### config.mk
export PLATFORM = sky130hd
export DESIGN_NAME = fetch_unit
export DESIGN_NICKNAME = d
export VERILOG_FILES = /design/src/rtl/fetch_unit.sv
export SDC_FILE = /design/constraint.sdc
export NUM_CORES = 1
export LEC_CHECK = 0
export ABC_AREA = 1
export CAP_MARGIN = 20
export CORE_UTILIZATION = 38
export CTS_CLUSTER_DIAMETER = 40
export CTS_CLUSTER_SIZE = 25
export DETAILED_ROUTE_END_ITERATION = 7
export SLEW_MARGIN = 40
export SYNTH_ARGS = -nofsm -noshare
export SYNTH_HDL_FRONTEND = slang
export SYNTH_SLANG_ARGS = --single-unit
### constraint.sdc
create_clock -name clk -period 4.5 [get_ports clk]
set_clock_uncertainty 0.05 [all_clocks]
set_input_delay 0.45 -clock clk [delete_from_list [all_inputs] [get_ports clk]]
set_output_delay 0.45 -clock clk [all_outputs]
set_load 0.05 [all_outputs]
### src/rtl/fetch_unit.sv
// fetch_unit: PC sequencer fetching words over a req/valid memory port and issuing them to decode under run/ok.
module fetch_unit #(
  parameter int                 ADDR_W   = 19,
  parameter logic [ADDR_W-1:0]  RESET_PC = '0,
  parameter int                 TIMEOUT  = 255
) (
  input  logic              clk,
  input  logic              rst_n,
  input  logic              enable,
  output logic              imem_req,
  output logic [ADDR_W-1:0] imem_addr,
  input  logic [31:0]       imem_data,
  input  logic              imem_valid,
  output logic [31:0]       instr,
  output logic [ADDR_W-1:0] PC,
  output logic              run,
  input  logic              ok,
  input  logic              redirect,
  input  logic [ADDR_W-1:0] redirect_pc,
  output logic [31:0]       retired,
  output logic              fault
);
  localparam int CW = $clog2(TIMEOUT + 1);
  localparam logic [CW-1:0] TO_LAST = CW'(TIMEOUT - 1);
  typedef enum logic [1:0] {IDLE, REQ, ISSUE, HALT} state_t;
  state_t state, state_nx;
  logic [ADDR_W-1:0] pc_r, pc_nx;
  logic [CW-1:0] cnt;
  logic timed_out;
  always_comb begin
    state_nx = state;
    pc_nx = redirect ? redirect_pc : pc_r + 1'b1;
    timed_out = cnt == TO_LAST;
    case (state)
      IDLE:    state_nx = enable ? REQ : IDLE;
      REQ:     state_nx = imem_valid ? ISSUE : (timed_out ? HALT : REQ);
      ISSUE:   state_nx = ok ? (enable ? REQ : IDLE) : ISSUE;
      default: state_nx = HALT;
    endcase
  end
  // Outputs are registered alongside the state so each transition sets them for the state being entered.
  always_ff @(posedge clk or negedge rst_n) begin
    if (!rst_n) begin
      state     <= IDLE;
      pc_r      <= RESET_PC;
      PC        <= RESET_PC;
      instr     <= '0;
      run       <= 1'b0;
      imem_req  <= 1'b0;
      imem_addr <= RESET_PC;
      retired   <= '0;
      fault     <= 1'b0;
      cnt       <= '0;
    end else begin
      state <= state_nx;
      case (state)
        IDLE: if (enable) begin
          imem_req  <= 1'b1;
          imem_addr <= pc_r;
        end
        REQ: if (imem_valid) begin
          imem_req <= 1'b0;
          instr    <= imem_data;
          PC       <= pc_r;
          run      <= 1'b1;
          cnt      <= '0;
        end else if (timed_out) begin
          imem_req <= 1'b0;
          fault    <= 1'b1;
        end else begin
          cnt <= cnt + 1'b1;
        end
        ISSUE: if (ok) begin
          pc_r      <= pc_nx;
          retired   <= retired + 32'd1;
          run       <= 1'b0;
          imem_req  <= enable;
          imem_addr <= pc_nx;
        end
        default: ;
      endcase
    end
  end
endmodule

==> flow_summary_export.csv <==
group,metric,value,unit
logic_synthesis,synth_area,6818,um^2
power_and_ir_drop,total_leakage_power,4.457,nW
power_and_ir_drop,p_sw,0.6567,mW
worst_setup_path,timing.rr.start,"state[0]$_DFF_PN0_",
drt,drc,0,
timing,period_needed,2.499,ns
cts,cts_tree,"yes",
timing,max_clock_freq,400.2,MHz
placement,portBuffers,161,
logic_synthesis,synth.distinct_cells,33,
floorplan,dieArea,18480,um^2
power_and_ir_drop,power,2.910,mW
worst_setup_path,ff2ff_setup_slack,2.00,ns
layout,fin_area,9295,um^2
cts,clockRootBuffer,"clkbuf_16",
worst_setup_path,max_stage_delay,0.60,ns
cts,numCtsBuffers,17,
placement,dp.cells,1209,
grt,grt_pass1_wl,30640,um
timing,drv_slew,0,
floorplan,core_area,17420,um^2
run,max-cap-violations,0,
layout,stdcell_count,1242,
logic_synthesis,yosysTopAreaCell,"dfrtp_1",
timing,finalSetupTns,0,ns
worst_setup_path,critPathMaxFanout,51,
timing,relSlewSlack,52.06,%
timing,worst_pin_slew,0.7192,ns
layout,multi_input_area,3043,um^2
drt,route.antenna.remaining_nets,0,
outcome,status,"finished, final reports clean",
worst_setup_path,endpoint_kind,"flop",
worst_setup_path,cp_top_family,"buffers and inverters",
layout,fillers,1687,
cts,cts.clk_slew.worst_paths,0.06,ns
placement,placed_area,8628,um^2
cts,clock_path_buffers,2,
power_and_ir_drop,sw_frac_of_total,22.57,%
worst_setup_path,crit_top_cell,"inv_1",
worst_setup_path,slowest_stage,"nor2_8",
drt,viasPerCell,4.935,
hold_path,min-delay-start,"imem_addr[18]$_DFFE_PN0P_",
power_and_ir_drop,seq_power_share,42.7,%
worst_setup_path,path_cells,"clkdlybuf4s50_1 -> inv_1 -> nor2_8 -> nor2_8 -> inv_1 -> o21ai_0 -> inv_1 -> nand2_1 -> nand2_1",
timing,grt_setup_unrepaired,"no",
layout,drive_gt1_share,8.555,%
drt,routed_wirelength,18890,um
floorplan,io_pins,162,
drt,drtIter0Drc,390,
worst_setup_path,cp-start-kind,"input port",
logic_synthesis,syn-num-nets,904,
grt,grt_overflow_total,0,
logic_synthesis,synthCells,843,
power_and_ir_drop,p_clk_share,51.0,%
cts,post_cts_resized,0,
logic_synthesis,ys_seq_area_share,49.18,%
grt,track_usage,21.63,%
power_and_ir_drop,max-vdd-ir-drop,0.0002550,V
worst_setup_path,required,4.81,ns
placement,place.gp.congestion,0.8578,
floorplan,rows,48,
logic_synthesis,ys_warn_count,0,
timing,period_share,55.52,%
cts,clock_latency,0.42,ns
drt,route.vias.total,6129,
floorplan,start_util,39.15,%
power_and_ir_drop,powerDensity,313.0,nW/um^2
grt,grt_pass1_vias,5947,
worst_setup_path,startpoint,"ok",
logic_synthesis,ys_ff_latch,134,
power_and_ir_drop,pwr-share-comb,6.3,%
layout,seqCellArea,3353,um^2
placement,dp_hpwl,13660,um
timing,setup_viol,0,
worst_setup_path,cp.buffers_inverters,4,
worst_setup_path,cp_data_arrival_time,2.81,ns
logic_synthesis,synth_area_per_cell,8.088,um^2
grt,grt_antenna_before_repair,0,
hold_path,holdCritPathClass,"reg2reg",
timing,hold_viol_final,0,
logic_synthesis,yosysTopAreaCellShare,49.18,%
drt,dr.pass1.iters,5,
drt,wl_per_cell,15.21,um
cts,cts.sink_count,134,
floorplan,die_y,135.9,um
power_and_ir_drop,p_int,2.253,mW
floorplan,die_x,135.9,um
logic_synthesis,synthTopCellsByArea,"dfrtp_1, nand2_1, mux2_2, o21ai_0, nor2_1",
layout,layout.nets,1066,
layout,area_growth_syn_to_layout,36.34,%
layout,diodes,0,
grt,grt_max_degree,105,
cts,htreeDepth,4,
worst_setup_path,worstSetupPathType,"in2reg",
[cells in the mapped netlist]
master      n
nand2_1   277
dfrtp_1   134
nor2_1     79
inv_1      77
o21ai_0    69
nand3_1    46
mux2_2     34
xor2_1     22
nor3_1     17
a21oi_1    11
clkbuf_1   11
nand4_1     8
buf_2       6
o22ai_1     5
buf_1       4
ha_1        4
nand2_2     4
nand3b_1    4
o211ai_1    4
o21bai_1    4
xnor2_1     4
buf_6       3
inv_2       3
nor2_4      3
nor2_8      2
and3_1      1
clkinv_1    1
mux2i_1     1
nand2_4     1
nand3_2     1
nor2_2      1
nor4_1      1
o31ai_1     1
[logic make-up after synthesis]
kind of cell             synth area share (%)
adder cells (fa/ha/maj)                0.7341
AO/OA/AOI/OAI                           7.322
buffers and inverters                   6.221
multiplexers                            5.763
flip-flops                              49.18
AND/OR/NAND/NOR                         27.44
XOR/XNOR                                3.340
[layer usage]
layer  part of all wire (%)  wire [um]  global-route usage [%]
met5                      0          0                       0
met4                    1.8        331                   7.593
met3                    4.7        881                   3.766
met2                     48       9026                   35.66
met1                     46       8652                   28.50
[cell type report]
| class | instances | share of cell area [%] |
|---|---|---|
| flip-flops and latches | 134 | 36.07 |
| multi-input cells | 604 | 32.74 |
| repair buffers | 167 | 18.12 |
| clock buffers | 19 | 4.873 |
| inverters | 81 | 3.271 |
| well taps | 225 | 3.029 |
| clock inverters | 12 | 1.898 |
[path summary, 6_finish.rpt]
kind / cells after the start / to
worst max-delay path: 9 / imem_addr[17]$_DFFE_PN0P_
worst min-delay path: 2 / imem_addr[18]$_DFFE_PN0P_
worst max register to register: 9 / imem_addr[17]$_DFFE_PN0P_
worst min register to register: 2 / imem_addr[18]$_DFFE_PN0P_
max in group asynchronous: 3 / PC[8]$_DFFE_PN0P_
min in group asynchronous: 2 / retired[9]$_DFFE_PN0P_
[repair_timing]
item | 4_1_cts | 5_1_grt
buffers inserted | 0 | 0
endpoints found under the hold margin | 0 | 44
hold buffers | 0 | 1
[power by group through the flow]
stage               Combinational [mW]  Sequential [mW]  Clock [mW]
floorplan                       0.0557             1.28           0
global placement                 0.180             1.26           0
detailed placement               0.181             1.26           0
CTS                              0.183             1.24        1.51
global route                     0.203             1.24        1.57
finish                           0.184             1.24        1.48
[sequential cells by signal, summed over array words and instances (netlist names)]
register   flops
retired       32
state          2
pc_r          19
PC            19
instr         32
imem_addr     19
fault          1
run            1
imem_req       1
cnt            8
[per-stage QoR]
step                      util, %  setup slack [ns]  hold slack (ns)
after floorplan                 -             2.729           0.1044
after global placement      49.52             1.674           0.4163
after detailed placement    49.54             1.581           0.4189
after CTS                   53.15             2.020          0.07512
after global routing        53.37             1.706           0.4453
final                       53.37             2.001           0.4281
[cell usage in the layout (no fill, tap or decap), types with 5 or more instances in the layout]
cell and n:
nand2_1 276, clkdlybuf4s50_1 160, dfrtp_1 134, nor2_1 79
inv_1 77, o21ai_0 69, nand3_1 46, mux2_2 34
xor2_1 22, nor3_1 17, clkbuf_16 17, a21oi_1 11
nand4_1 8, nand2_2 5, o22ai_1 5
[worst reg2reg max path, cell delays in order, from the launching register on]
cell and delay (ns):
dfrtp_1 0.43, inv_2 0.14, nand2_4 0.14, nor2_8 0.57, nor2_8 0.17, inv_1 0.52
o21ai_0 0.21, inv_1 0.10, nand2_1 0.06, nand2_1 0.05
No activity file was read; power rests on OpenSTA's default activity.
==> patch (config.mk and constraints unchanged) <==
Re-encode `state_t` (4 states) as Gray code, 2 bits wide.
--- a/src/rtl/fetch_unit.sv
+++ b/src/rtl/fetch_unit.sv
@@ -23,5 +23,5 @@
   localparam int CW = $clog2(TIMEOUT + 1);
   localparam logic [CW-1:0] TO_LAST = CW'(TIMEOUT - 1);
-  typedef enum logic [1:0] {IDLE, REQ, ISSUE, HALT} state_t;
+  typedef enum logic [1:0] {IDLE = 2'b00, REQ = 2'b01, ISSUE = 2'b11, HALT = 2'b10} state_t;
   state_t state, state_nx;
   logic [ADDR_W-1:0] pc_r, pc_nx;
Function: same outputs for any inputs over 4 cycles, from zero or initial values and one cycle with rst_n low; so few cycles prove little.
==> patch against the unedited design <==
- setup slack worse by 0.42 ns
- area after synthesis down 2.0%
- worst hold slack better by 0.0035 ns
- final area down 1.5%
- sequential cell count unchanged
- utilization down 0.25 points
- routed wire length down 2.6%
- non-clock buffer count unchanged
- critical path type is now reg2reg
Power is not compared: it rests on default switching activity, and its combinational part moved more than twofold at a synthesized area within 25%.
==> patch: results (changes against the unedited design) <==
INFO  metric outcome = finished clean
INFO  metric synth.distinct_cells = 32 (-3.0%)
INFO  metric route.final.wire_length = 18410 um (-2.6%)
INFO  metric synth_compound_gate_area_share = 7.773% (+0.45 points)
INFO  metric timing.critical_path.arrival = 3.18 ns (+0.37 ns)
INFO  metric vias_per_cell = 4.892 (-0.86%)
INFO  metric initialDrtViolationCount = 348 (-11%)
INFO  metric reg2reg_to = imem_addr[2]
INFO  metric yosysSeqAreaShare = 50.20% (+1.0 points)
INFO  metric regToRegStartpoint = state[1]
INFO  metric postSynthNetCount = 886 (-2.0%)
INFO  metric groute.usage.overall = 21.26% (-0.36 points)
INFO  metric dpl-instance-area = 0.008517 mm2 (-1.3%)
INFO  metric via_count_of_the_first_global_routing_pass = 5733 (-3.6%)
INFO  metric gr-usage-met3 = 4.505% (+0.74 points)
INFO  metric path_max_fanout = 35 (-31%)
INFO  metric wire_length_on_met3 = 1304 um (+48%)
INFO  metric routed_wire_length_per_instance = 15.03 um (-1.2%)
INFO  metric timing.hold.ws = 0.4316 ns (+0.003533 ns)
INFO  metric dp_slack = 1.595 ns (+0.01383 ns)
INFO  metric layout-drive-gt1-share = 7.900% (-0.65 points)
INFO  metric wirelength_met1 = 9129 um (+5.5%)
INFO  metric n_fill_cell = 1660 (-1.6%)
INFO  metric avgSynthCellArea = 8.097 um2 (+0.12%)
INFO  metric synth_xor_xnor_area_share = 3.016% (-0.32 points)
INFO  metric tightestPinTransition = 0.7344 ns (+0.01521 ns)
INFO  metric hpwl = 13030 um (-4.7%)
==> patch: layout make-up <==
type / count / area (um2) / area share [%]
Multi-Input combinational cell: 599 / 2977 / 32.51
Clock inverter: 13 / 196.4 / 2.145
Timing Repair Buffer: 167 / 1660 / 18.13
Inverter: 68 / 255.2 / 2.788
Clock buffer: 19 / 432.9 / 4.728
Sequential cell: 134 / 3353 / 36.62
Tap cell: 225 / 281.5 / 3.075
==> patch: cell families after synthesis <==
family,count (synthesis)
AOI/OAI and AO/OA,100
xor gates and xnor gates,23
adders and majority gates,4
buffers and inverters,92
DFF,134
muxes,33
and+or+nand+nor,439
==> patch: worst max path at each step <==
stage	endpoint	slack, ns	cells past startpoint
detailed placement	imem_addr[2]	1.60	8
CTS	imem_addr[2]	1.59	8
floorplan	retired[18]	2.58	8
finish	imem_addr[2]	1.58	8
global placement	imem_addr[2]	1.70	8
global route	imem_addr[2]	1.27	8
